===== src/rtl/shift_seq.sv =====
// Iterative N-position shifter: one bit position per clock, valid/ready on both sides.
module shift_seq #(
  parameter int unsigned W  = 8,
  parameter int unsigned AW = $clog2(W) + 1
) (
  input  logic          clk,
  input  logic          rst_n,
  input  logic          in_valid,
  output logic          in_ready,
  input  logic [W-1:0]  a,
  input  logic [AW-1:0] amt,
  input  logic          dir,
  input  logic          arith,
  output logic          out_valid,
  input  logic          out_ready,
  output logic [W-1:0]  y,
  output logic          busy
);

  // Counter must be able to hold W itself (the clamped maximum).
  localparam int unsigned CW = $clog2(W + 1);

  typedef enum logic [1:0] {
    ST_IDLE  = 2'd0,
    ST_SHIFT = 2'd1,
    ST_DONE  = 2'd2
  } state_e;

  state_e        state_q, state_d;
  logic [W-1:0]  y_q, y_d;
  logic [CW-1:0] count_q, count_d;
  logic          dir_q, dir_d;
  logic          arith_q, arith_d;
  logic          in_ready_q, in_ready_d;
  logic          out_valid_q, out_valid_d;
  logic          busy_q, busy_d;

  logic          accept;
  logic [CW-1:0] amt_clamped;

  assign accept = in_valid && in_ready_q;

  // Amounts beyond W are equivalent to W: every bit has been shifted out by then.
  always_comb begin
    amt_clamped = CW'(W);
    if (32'(amt) < W) begin
      amt_clamped = CW'(amt);
    end
  end

  // Next-state, datapath step and registered-output next values.
  always_comb begin
    state_d = state_q;
    y_d     = y_q;
    count_d = count_q;
    dir_d   = dir_q;
    arith_d = arith_q;

    unique case (state_q)
      ST_IDLE: begin
        if (accept) begin
          y_d     = a;
          dir_d   = dir;
          arith_d = arith;
          count_d = amt_clamped;
          state_d = (amt_clamped == '0) ? ST_DONE : ST_SHIFT;
        end
      end
      ST_SHIFT: begin
        if (!dir_q) begin
          y_d = {y_q[W-2:0], 1'b0};
        end else if (arith_q) begin
          y_d = {y_q[W-1], y_q[W-1:1]};
        end else begin
          y_d = {1'b0, y_q[W-1:1]};
        end
        count_d = count_q - CW'(1);
        if (count_q == CW'(1)) begin
          state_d = ST_DONE;
        end
      end
      ST_DONE: begin
        if (out_ready) begin
          state_d = ST_IDLE;
        end
      end
      default: begin
        state_d = ST_IDLE;
      end
    endcase

    // Handshake outputs track the state being entered so they are flop outputs.
    in_ready_d  = (state_d == ST_IDLE);
    out_valid_d = (state_d == ST_DONE);
    busy_d      = (state_d != ST_IDLE);
  end

  // State and output registers; reset clears everything immediately.
  always_ff @(posedge clk or negedge rst_n) begin
    if (!rst_n) begin
      state_q     <= ST_IDLE;
      y_q         <= '0;
      count_q     <= '0;
      dir_q       <= 1'b0;
      arith_q     <= 1'b0;
      in_ready_q  <= 1'b0;
      out_valid_q <= 1'b0;
      busy_q      <= 1'b0;
    end else begin
      state_q     <= state_d;
      y_q         <= y_d;
      count_q     <= count_d;
      dir_q       <= dir_d;
      arith_q     <= arith_d;
      in_ready_q  <= in_ready_d;
      out_valid_q <= out_valid_d;
      busy_q      <= busy_d;
    end
  end

  assign in_ready  = in_ready_q;
  assign out_valid = out_valid_q;
  assign busy      = busy_q;
  assign y         = y_q;

endmodule


===== config.mk =====
export PLATFORM = sky130hd
export DESIGN_NAME = shift_seq
export DESIGN_NICKNAME = d
export VERILOG_FILES = /design/src/rtl/shift_seq.sv
export SDC_FILE = /design/constraint.sdc
export NUM_CORES = 1
export LEC_CHECK = 0
export CAP_MARGIN = 10
export CORE_MARGIN = 3
export CORE_UTILIZATION = 25
export CTS_CLUSTER_DIAMETER = 120
export DETAILED_ROUTE_END_ITERATION = 12
export MAX_ROUTING_LAYER = met4
export PLACE_DENSITY_LB_ADDON = 0.25
export SYNTH_ARGS = -nofsm -noshare
export SYNTH_HDL_FRONTEND = slang
export SYNTH_SLANG_ARGS = --single-unit

===== constraint.sdc =====
create_clock -name clk -period 2.8 [get_ports clk]
set_input_delay 0.28 -clock clk [delete_from_list [all_inputs] [get_ports clk]]
set_output_delay 0.28 -clock clk [all_outputs]
set_load 0.02 [all_outputs]

==> summary.txt <==
Worst setup path
  • Critical Path, Cell by Cell: nand2b_1, mux2_2, mux2i_1
  • RR Startpoint: state_q[1]
  • R2R Path End: count_q[1]
  • Reg-to-reg setup timing slack: 0.88 ns
  • Worst path slowest cell: dfrtp_1
  • Crit-path max cell delay: 0.85 ns
  • CP max FO: 24
  • Worst-case reg-to-reg path depth: 3
  • CP top delay family: flip-flops
  • Crit path to: count_q[1]
  • Buf+Inv Stages, Crit Path: 0
  • Start point of the critical path: state_q[1]
  • CP required: 2.98 ns
  • WP depth: 3
  • Arr. time, crit path: 2.10 ns
  • Startpoint Class: flop
  • Critical path class: reg2reg
  • Worst setup EP type: flop

Clock tree
  • Clock buffer depth: 2
  • Post_cts resized: 0
  • H-tree levels: 1
  • Setup Fix Bufs, Post-CTS: 0
  • CTS tree: yes
  • Num CTS Buffers: 3
  • CTS root buffer: clkbuf_8
  • Clock transition at path regs: 0.07 ns
  • Clock sinks: 19
  • Worst-Skew Late Latency: 0.25 ns
  • Hold-fix buffers, CTS: 0

Run status
  • Run status: finished clean

GRT
  • Antenna violations before repair: 0
  • Largest net degree at the start of global routing: 25
  • Number of global-route vias before repair: 918
  • First-pass GRT wire length: 4.37 mm
  • Total track usage: 10.7%
  • Global route overflow: 0

Synth
  • Post-synthesis cell type count: 30
  • Synth area leader: dfrtp_1
  • Post-Syn Nets: 127
  • Yosys top cell area share: 42.3%
  • Seq/Total Area, Yosys: 42.3%
  • Main synth FF type: dfrtp_1
  • Post-synth EDFFs: 0
  • Syn. warnings: 0
  • #FFs+latches synth: 19
  • Synth area leaders: dfrtp_1 42%, o41ai_2 8.7%, a211oi_1 4.7%
  • Mean area per synthesized cell: 10.5 um^2
  • Async set-reset flop share out of synthesis: 100%
  • Most instantiated cells after synthesis: 19 x dfrtp_1, 9 x nor2_1, 8 x nor2b_1, 7 x a211oi_1, 7 x o21ai_0
  • Most common cell in the netlist: dfrtp_1
  • Synthesized cell area: 1120 um^2
  • Gate Count Post-Synth: 107

Route
  • Vias: 891
  • Via density: 4.90
  • 1st-pass router iterations: 4
  • Routed WL: 2.56 mm
  • Wire length per cell: 14.0 um
  • DRT antenna net count: 0
  • DRC viols: 0
  • Initial drt markers: 61

Power
  • PD cells: 1170 nW/um^2
  • Total power: 1.72 mW
  • VDD IR-drop max: 0.387 mV
  • Part of the power in the clock network: 11.2%
  • Seq pwr share: 34.5%
  • Logic pwr share: 54.2%
  • Sw frac: 42.2%
  • P_sw: 0.726 mW
  • Static leakage: 0.581 nW
  • Int Power: 0.996 mW

Finish
  • Final Non-Filler Cells: 182
  • Layout Nets: 153
  • Layout cell share with drive strength beyond 1: 12.9%
  • P&R area growth vs syn: 31.3%
  • Number of diodes: 0

STA
  • Setup Viol. Count Final: 0
  • RSZ-0062 raised after global routing: false
  • Slew @ Worst Pin: 0.873 ns
  • Total negative slack: 0 ns
  • Rel. slew slack: 41.6%
  • Hold Slack: 0.520 ns
  • Period utilization: 68.6%
  • Fin crit period: 1.92 ns
  • FMAX: 520 MHz
  • Final setup skew: 0.000804 ns
  • Final max-slew violation count: 0
  • Final Hold Viols: 0

Floorplanning
  • Die area: 5330 um^2
  • Chip width: 73.0 um
  • Initial Util: 26.9%
  • Core area: 4170 um^2
  • Die Y: 73.0 um
  • # IOs: 29
  • Rows: 23

Worst hold path
  • Hold WC Path Type: in2async

Run
  • Max-Cap Viols: 0

Place
  • DP HPWL: 1.88 mm
  • Cells after DPL: 178
  • IO Port Bufs: 28
  • GP Congestion: 0.779
==> worst register-to-register path, delay by kind of cell, from the launching register on <==
kind	cells	cell delay [ns]
mux	2	0.52
flops	1	0.85
simple gates	1	0.48
==> per-stage QoR <==
stage,cell area (um^2),worst slack (ns),util [%]
after floorplan,1120,1.40,-
after global placement,1430,0.866,34.3
after detailed placement,1430,0.845,34.3
after CTS,1480,0.896,35.4
after global routing,1480,0.772,35.4
final,1480,0.879,35.4
==> registers in the layout, indices dropped and copies added, names as in the netlist <==
signal / cells
in_ready: 1
arith_q: 1
dir_q: 1
count_q: 4
state_q: 2
out_valid: 1
busy: 1
y: 8
==> layout by cell type, fill, tap and decap left out <==
cell and instances:
o221ai_2 1, nor4_1 1, a211oi_1 7, a311oi_1 1, buf_4 1, a21oi_1 3, inv_1 4, a2bb2oi_1 1
a32oi_1 1, o21ai_0 7, nor4bb_1 2, o21a_1 1, o41ai_2 6, mux2i_1 4, and2b_1 1, ha_1 2
nand3b_1 3, nor2_1 9, or3_1 3, a21oi_2 1, dfrtp_1 19, clkbuf_1 1, o22ai_1 3, o211ai_1 1
nand2b_1 3, clkbuf_8 3, mux2_2 4, nor2b_1 8, a21bo_2 1, nand2_1 2, clkdlybuf4s50_1 28
==> worst min-delay path by stage <==
stage,cells after the start,endpoint,slack (ns),start
after floorplan,0,arith_q,-0.02,rst_n
after global placement,1,arith_q,0.51,arith_q
after detailed placement,1,arith_q,0.51,arith_q
after CTS,1,arith_q,0.53,arith_q
after global routing,1,arith_q,0.55,arith_q
final,1,count_q[2],0.52,rst_n
==> area by class of cell <==
class                   count  area (um^2)
clock buffers               4         45.0
flip-flops and latches     19          475
multi-input cells          76          589
repair buffers             29          288
well taps                  50         62.6
fillers                   423         2700
inverters                   4         15.0
==> per-layer routing <==
layer | vias up | part of all wire [%] | GRT usage [%]
li1 | 446 | - | -
met1 | 423 | 46 | 13.9
met2 | 17 | 49 | 16.8
met3 | 5 | 3.8 | 2.48
met4 | 0 | 1.3 | 3.07
met5 | - | 0 | -
==> cell families (layout without fill, tap and decap cells) <==
kind of cell	after synthesis	count (layout)	synth area share, %
AO/OA/AOI/OAI	34	34	26.2
AND/OR/NAND/NOR	32	32	16.5
flip-flops	19	19	42.3
buffers and inverters	12	37	5.23
multiplexers	8	8	7.57
adder cells (fa/ha/maj)	2	2	2.23
==> power by group through the flow <==
stage	logic (mW)	registers (mW)	clock network (mW)
2_1_floorplan	0.647	0.608	0
3_3_place_gp	0.934	0.596	0
3_5_place_dp	0.946	0.600	0
4_1_cts	0.950	0.596	0.201
5_1_grt	1.03	0.622	0.214
6_report	0.934	0.595	0.193
Note: power is estimated with default switching activity, not from simulation.
==> patch 1 (config.mk and constraints unchanged) <==
Change the parameter `W` from 8 to 16.
--- a/src/rtl/shift_seq.sv
+++ b/src/rtl/shift_seq.sv
@@ -1,6 +1,6 @@
 // Iterative N-position shifter: one bit position per clock, valid/ready on both sides.
 module shift_seq #(
-  parameter int unsigned W  = 8,
+  parameter int unsigned W  = 16,
   parameter int unsigned AW = $clog2(W) + 1
 ) (
   input  logic          clk,
Ports: changed (resized a, amt and y); port bits go from 29 to 46. The function was not compared with the original's and may differ.
==> patch 1 against the unedited design <==
Count of clock-buffer cells in the layout unchanged. Sequential power increased by 50%. Routed wire length grew 65%. Final cell count grew 57%. Core utilization grew 0.058 points. Power is 49% higher. Global-route usage up 0.82 points. Sequential cell count increased by 9. Worst setup slack improved by 0.034 ns. Design area is 48% higher. Clock skew rose by 0.0018 ns. Area after synthesis increased by 47%. Critical path type unchanged. Largest cell class unchanged. Largest power group unchanged.
==> patch 1: results (changes against the unedited design) <==
Layout fillers - 650 (+54%)
CP Data Arrival Time - 2.05 ns (-0.05 ns)
Initial drt markers - 65 (+6.6%)
Outcome - completed
Largest net degree at the start of global routing - 33 (+32%)
Initial antenna violation count - 0 (unchanged)
Worst path slowest cell - nor2b_2
Final #Nets - 240 (+57%)
GR Util met3 - 2.37% (-0.11 points)
First-pass GRT wire length - 6800 um (+55%)
Placed wire-length estimate - 2930 um (+56%)
Slew HR - 38.2% (-3.4 points)
Number of global-route vias before repair - 1363 (+48%)
Post-synthesis mux area share - 3.41% (-4.2 points)
Max reg flops - 16 (+8)
Post-Synth Adder-Cell Area - 1.52% (-0.71 points)
VDD IR-drop max - 0.000414 V (+6.9%)
DR vias/cell - 5.05 (+3.1%)
Met3 wire len - 200 um (+100%)
Met2 wire len - 1930 um (+55%)
WHS - 0.380 ns (-0.139 ns)
Area share of xor/xnor cells in the synthesized design - 0.530% (+0.53 points)
Top cell type's share of synthesized area - 42.4% (+0.11 points)
I/O Buffers - 45 (+61%)
M2 GR Usage - 17.3% (+0.55 points)
GRT Total Usage - 11.6% (+0.82 points)
Leakage power - 0.000845 uW (+45%)
Clk slew on worst S/H paths - 0.10 ns (+0.03 ns)
Clk Latency, worst-skew pair - 0.27 ns (+0.02 ns)
Crit-path max FO - 16 (-33%)
Internal power - 1440 uW (+44%)
Met1 WL - 2040 um (+73%)
Worst r2r src - state_q[0]
GPL Wtd Cong - 0.741 (-4.9%)
Cell variety after synth - 38 (+27%)
Most frequent cells after synthesis - 28 x dfrtp_1, 16 x a211oi_1, 16 x o21ai_0
R2R Setup Slk - 0.91 ns (+0.03 ns)
Register area share after synthesis - 42.4% (+0.11 points)
Final setup skew - 0.00256 ns (+0.00176 ns)
Worst path max stage delay - 0.71 ns (-0.14 ns)
RR Endpoint - y[4]
WL/cell - 14.8 um (+5.2%)
GR Util met1 - 15.5% (+1.7 points)
Fraction of layout cells with a size suffix above 1 - 6.67% (-6.2 points)
Syn_nets - 202 (+59%)
Synth area leaders - dfrtp_1 42%, o41ai_1 7.4%, a211oi_1 7.3%, nor2b_1 5.3%, o21ai_0 4.8%
==> patch 1: changes by cell type after synthesis, sizes merged, moves of 8 or more <==
cell and delta:
a211oi +9, o21ai +9, o41ai +8, dfrtp +9
==> patch 1: power by group through the flow <==
stage | Combinational [uW] | Clock, uW | Sequential [uW]
global route | 1550 | 280 | 940
detailed placement | 1430 | 0 | 903
CTS | 1430 | 270 | 895
finish | 1410 | 258 | 891
global placement | 1410 | 0 | 902
floorplan | 935 | 0 | 931
==> patch 1: metrics by stage <==
| step | power [uW] | area [sq um] | utilization, % | std cells |
|---|---|---|---|---|
| 4_1_cts | 2600 | 2180 | 35.4 | 285 |
| 3_5_place_dp | 2330 | 2130 | 34.5 | 281 |
| 3_3_place_gp | 2310 | 2130 | 34.5 | 281 |
| 6_report | 2560 | 2180 | 35.4 | 285 |
| 2_1_floorplan | 1870 | 1650 | - | 173 |
| 5_1_grt | 2770 | 2180 | 35.4 | 285 |
==> patch 1: how the worst max path moves through the flow <==
stage / startpoint / to / slack (ns) / cells after the start
after detailed placement: in_valid / y[0] / 0.91 / 5
after global routing: state_q[0] / y[4] / 0.72 / 3
after floorplan: count_q[0] / count_q[4] / 1.37 / 5
after CTS: state_q[0] / y[4] / 0.88 / 3
after global placement: in_valid / y[0] / 0.93 / 5
final: state_q[0] / y[4] / 0.91 / 3
==> patch 1: cell type report <==
cell class,count,area [sq um],share of cell area [%]
Multi-Input combinational cell,122,827,37.9
Tap cell,75,93.8,4.30
Inverter,7,26.3,1.20
Sequential cell,28,701,32.1
Clock buffer,4,55.1,2.52
Timing Repair Buffer,49,480,22.0
==> patch 1: worst max-delay path: cells and delay by family (launching register included) <==
family / cells / cell delay (ns)
flip-flops: 1 / 0.62
AO/OA/AOI/OAI: 1 / 0.35
AND/OR/NAND/NOR: 2 / 0.80
==> patch 2 (same flow settings) <==
Without the edit above. The 3 states of `state_e` get a one-hot encoding in 3 bits.
--- a/src/rtl/shift_seq.sv
+++ b/src/rtl/shift_seq.sv
@@ -20,10 +20,10 @@
   // Counter must be able to hold W itself (the clamped maximum).
   localparam int unsigned CW = $clog2(W + 1);
 
-  typedef enum logic [1:0] {
-    ST_IDLE  = 2'd0,
-    ST_SHIFT = 2'd1,
-    ST_DONE  = 2'd2
+  typedef enum logic [2:0] {
+    ST_IDLE  = 3'b001,
+    ST_SHIFT = 3'b010,
+    ST_DONE  = 3'b100
   } state_e;
 
   state_e        state_q, state_d;
Function: same outputs for any inputs over 10 cycles, from zero or initial values and one cycle with rst_n low; not proved beyond that.
==> patch 2 against the unedited design <==
Count of clock-buffer cells in the layout down 1. Routed wire length down 0.98%. Power down 9.0%. Final cell count down 4.9%. Design area up 3.4%. Sequential cell count up 1. Area after synthesis up 0.78%. Worst setup slack better by 0.060 ns.
==> patch 2: results (changes against the unedited design) <==
GRT Total Usage - 10.4% (-0.36 points)
CP Data Arrival Time - 2.01 ns (-0.09 ns)
DRT Pass-1 Iters - 4 (unchanged)
Outcome - completed
RR Endpoint - y[2]
First-pass GRT wire length - 4230 um (-3.3%)
Register area share after synthesis - 44.3% (+2.0 points)
Ys Warns - 0 (unchanged)
WL/cell - 14.6 um (+4.2%)
Worst path max stage delay - 0.57 ns (-0.28 ns)
Crit-path max FO - 13 (-46%)
Syn_nets - 114 (-10%)
Initial drt markers - 54 (-11%)
Synth area leaders - dfrtp_1 42%, mux2_2 21%, dfstp_2 2.3%, ha_1 2.2%, nand2b_1 2.2%
Final setup skew - 0.00448 ns (+0.00367 ns)
Complex-gate fraction of the synthesized area - 11.0% (-15 points)
WHS - 0.524 ns (+0.00459 ns)
Post-cts sizing count - 0 (unchanged)
Hold Path Class - reg -> reg
Post-Synth Adder-Cell Area - 2.21% (-0.017 points)
Worst path slowest cell - nor3b_4
Total length of routed wires - 2530 um (-0.98%)
Number of global-route vias before repair - 866 (-5.7%)
VDD IR-drop max - 0.000368 V (-4.9%)
Least-Margin Pin Slew - 0.972 ns (+0.0984 ns)
Pre-CTS WS - 0.921 ns (+0.0758 ns)
Post-synthesis mux area share - 24.0% (+16 points)
Layout fillers - 404 (-4.5%)
Worst r2r src - state_q[2]
GPL Wtd Cong - 0.784 (+0.62%)
Crit path to - y[2]
Final WS setup - 0.939 ns (+0.0604 ns)
Dpl cells - 169 (-5.1%)
Largest net degree at the start of global routing - 21 (-16%)
Area after DPL - 0.00145 sq mm (+1.7%)
Most frequent cells after synthesis - 21 x mux2_2, 19 x dfrtp_1, 6 x inv_1
Leakage power - 0.000621 uW (+6.8%)
patch 2: report_power, final:
| group | switching [uW] | internal [uW] |
|---|---|---|
| Combinational | 306 | 408 |
| Clock | 104 | 191 |
| Sequential | 138 | 420 |
| Total | 549 | 1020 |
patch 2: cell families after synthesis:
group,count (synthesis)
buf+inv,10
fa+ha+maj,2
compound gates,15
simple gates,23
mux,24
flops,20
patch 2: metal layers:
metal	share of wire, %	vias to the layer above	global-route usage (%)
met5	0	-	-
met4	0.36	0	1.81
met3	6.4	2	3.83
met2	44	23	14.9
met1	49	373	14.2
li1	-	398	-
patch 2: cell type report:
cell class                 count  area [sq um]  share of cell area, %
inverter                       6          22.5                   1.48
timing repair buffer          29           288                   18.9
tap                           50          62.6                   4.10
multi-input combinational     64           579                   38.0
clock buffer                   3          41.3                   2.71
clock inverter                 1          30.0                   1.97
sequential                    20           502                   32.9
patch 2: critical path: cells and delay by family (launching register included):
kind	cells	cell delay (ns)
DFF	1	0.51
muxes	2	0.67
and+or+nand+nor	1	0.57
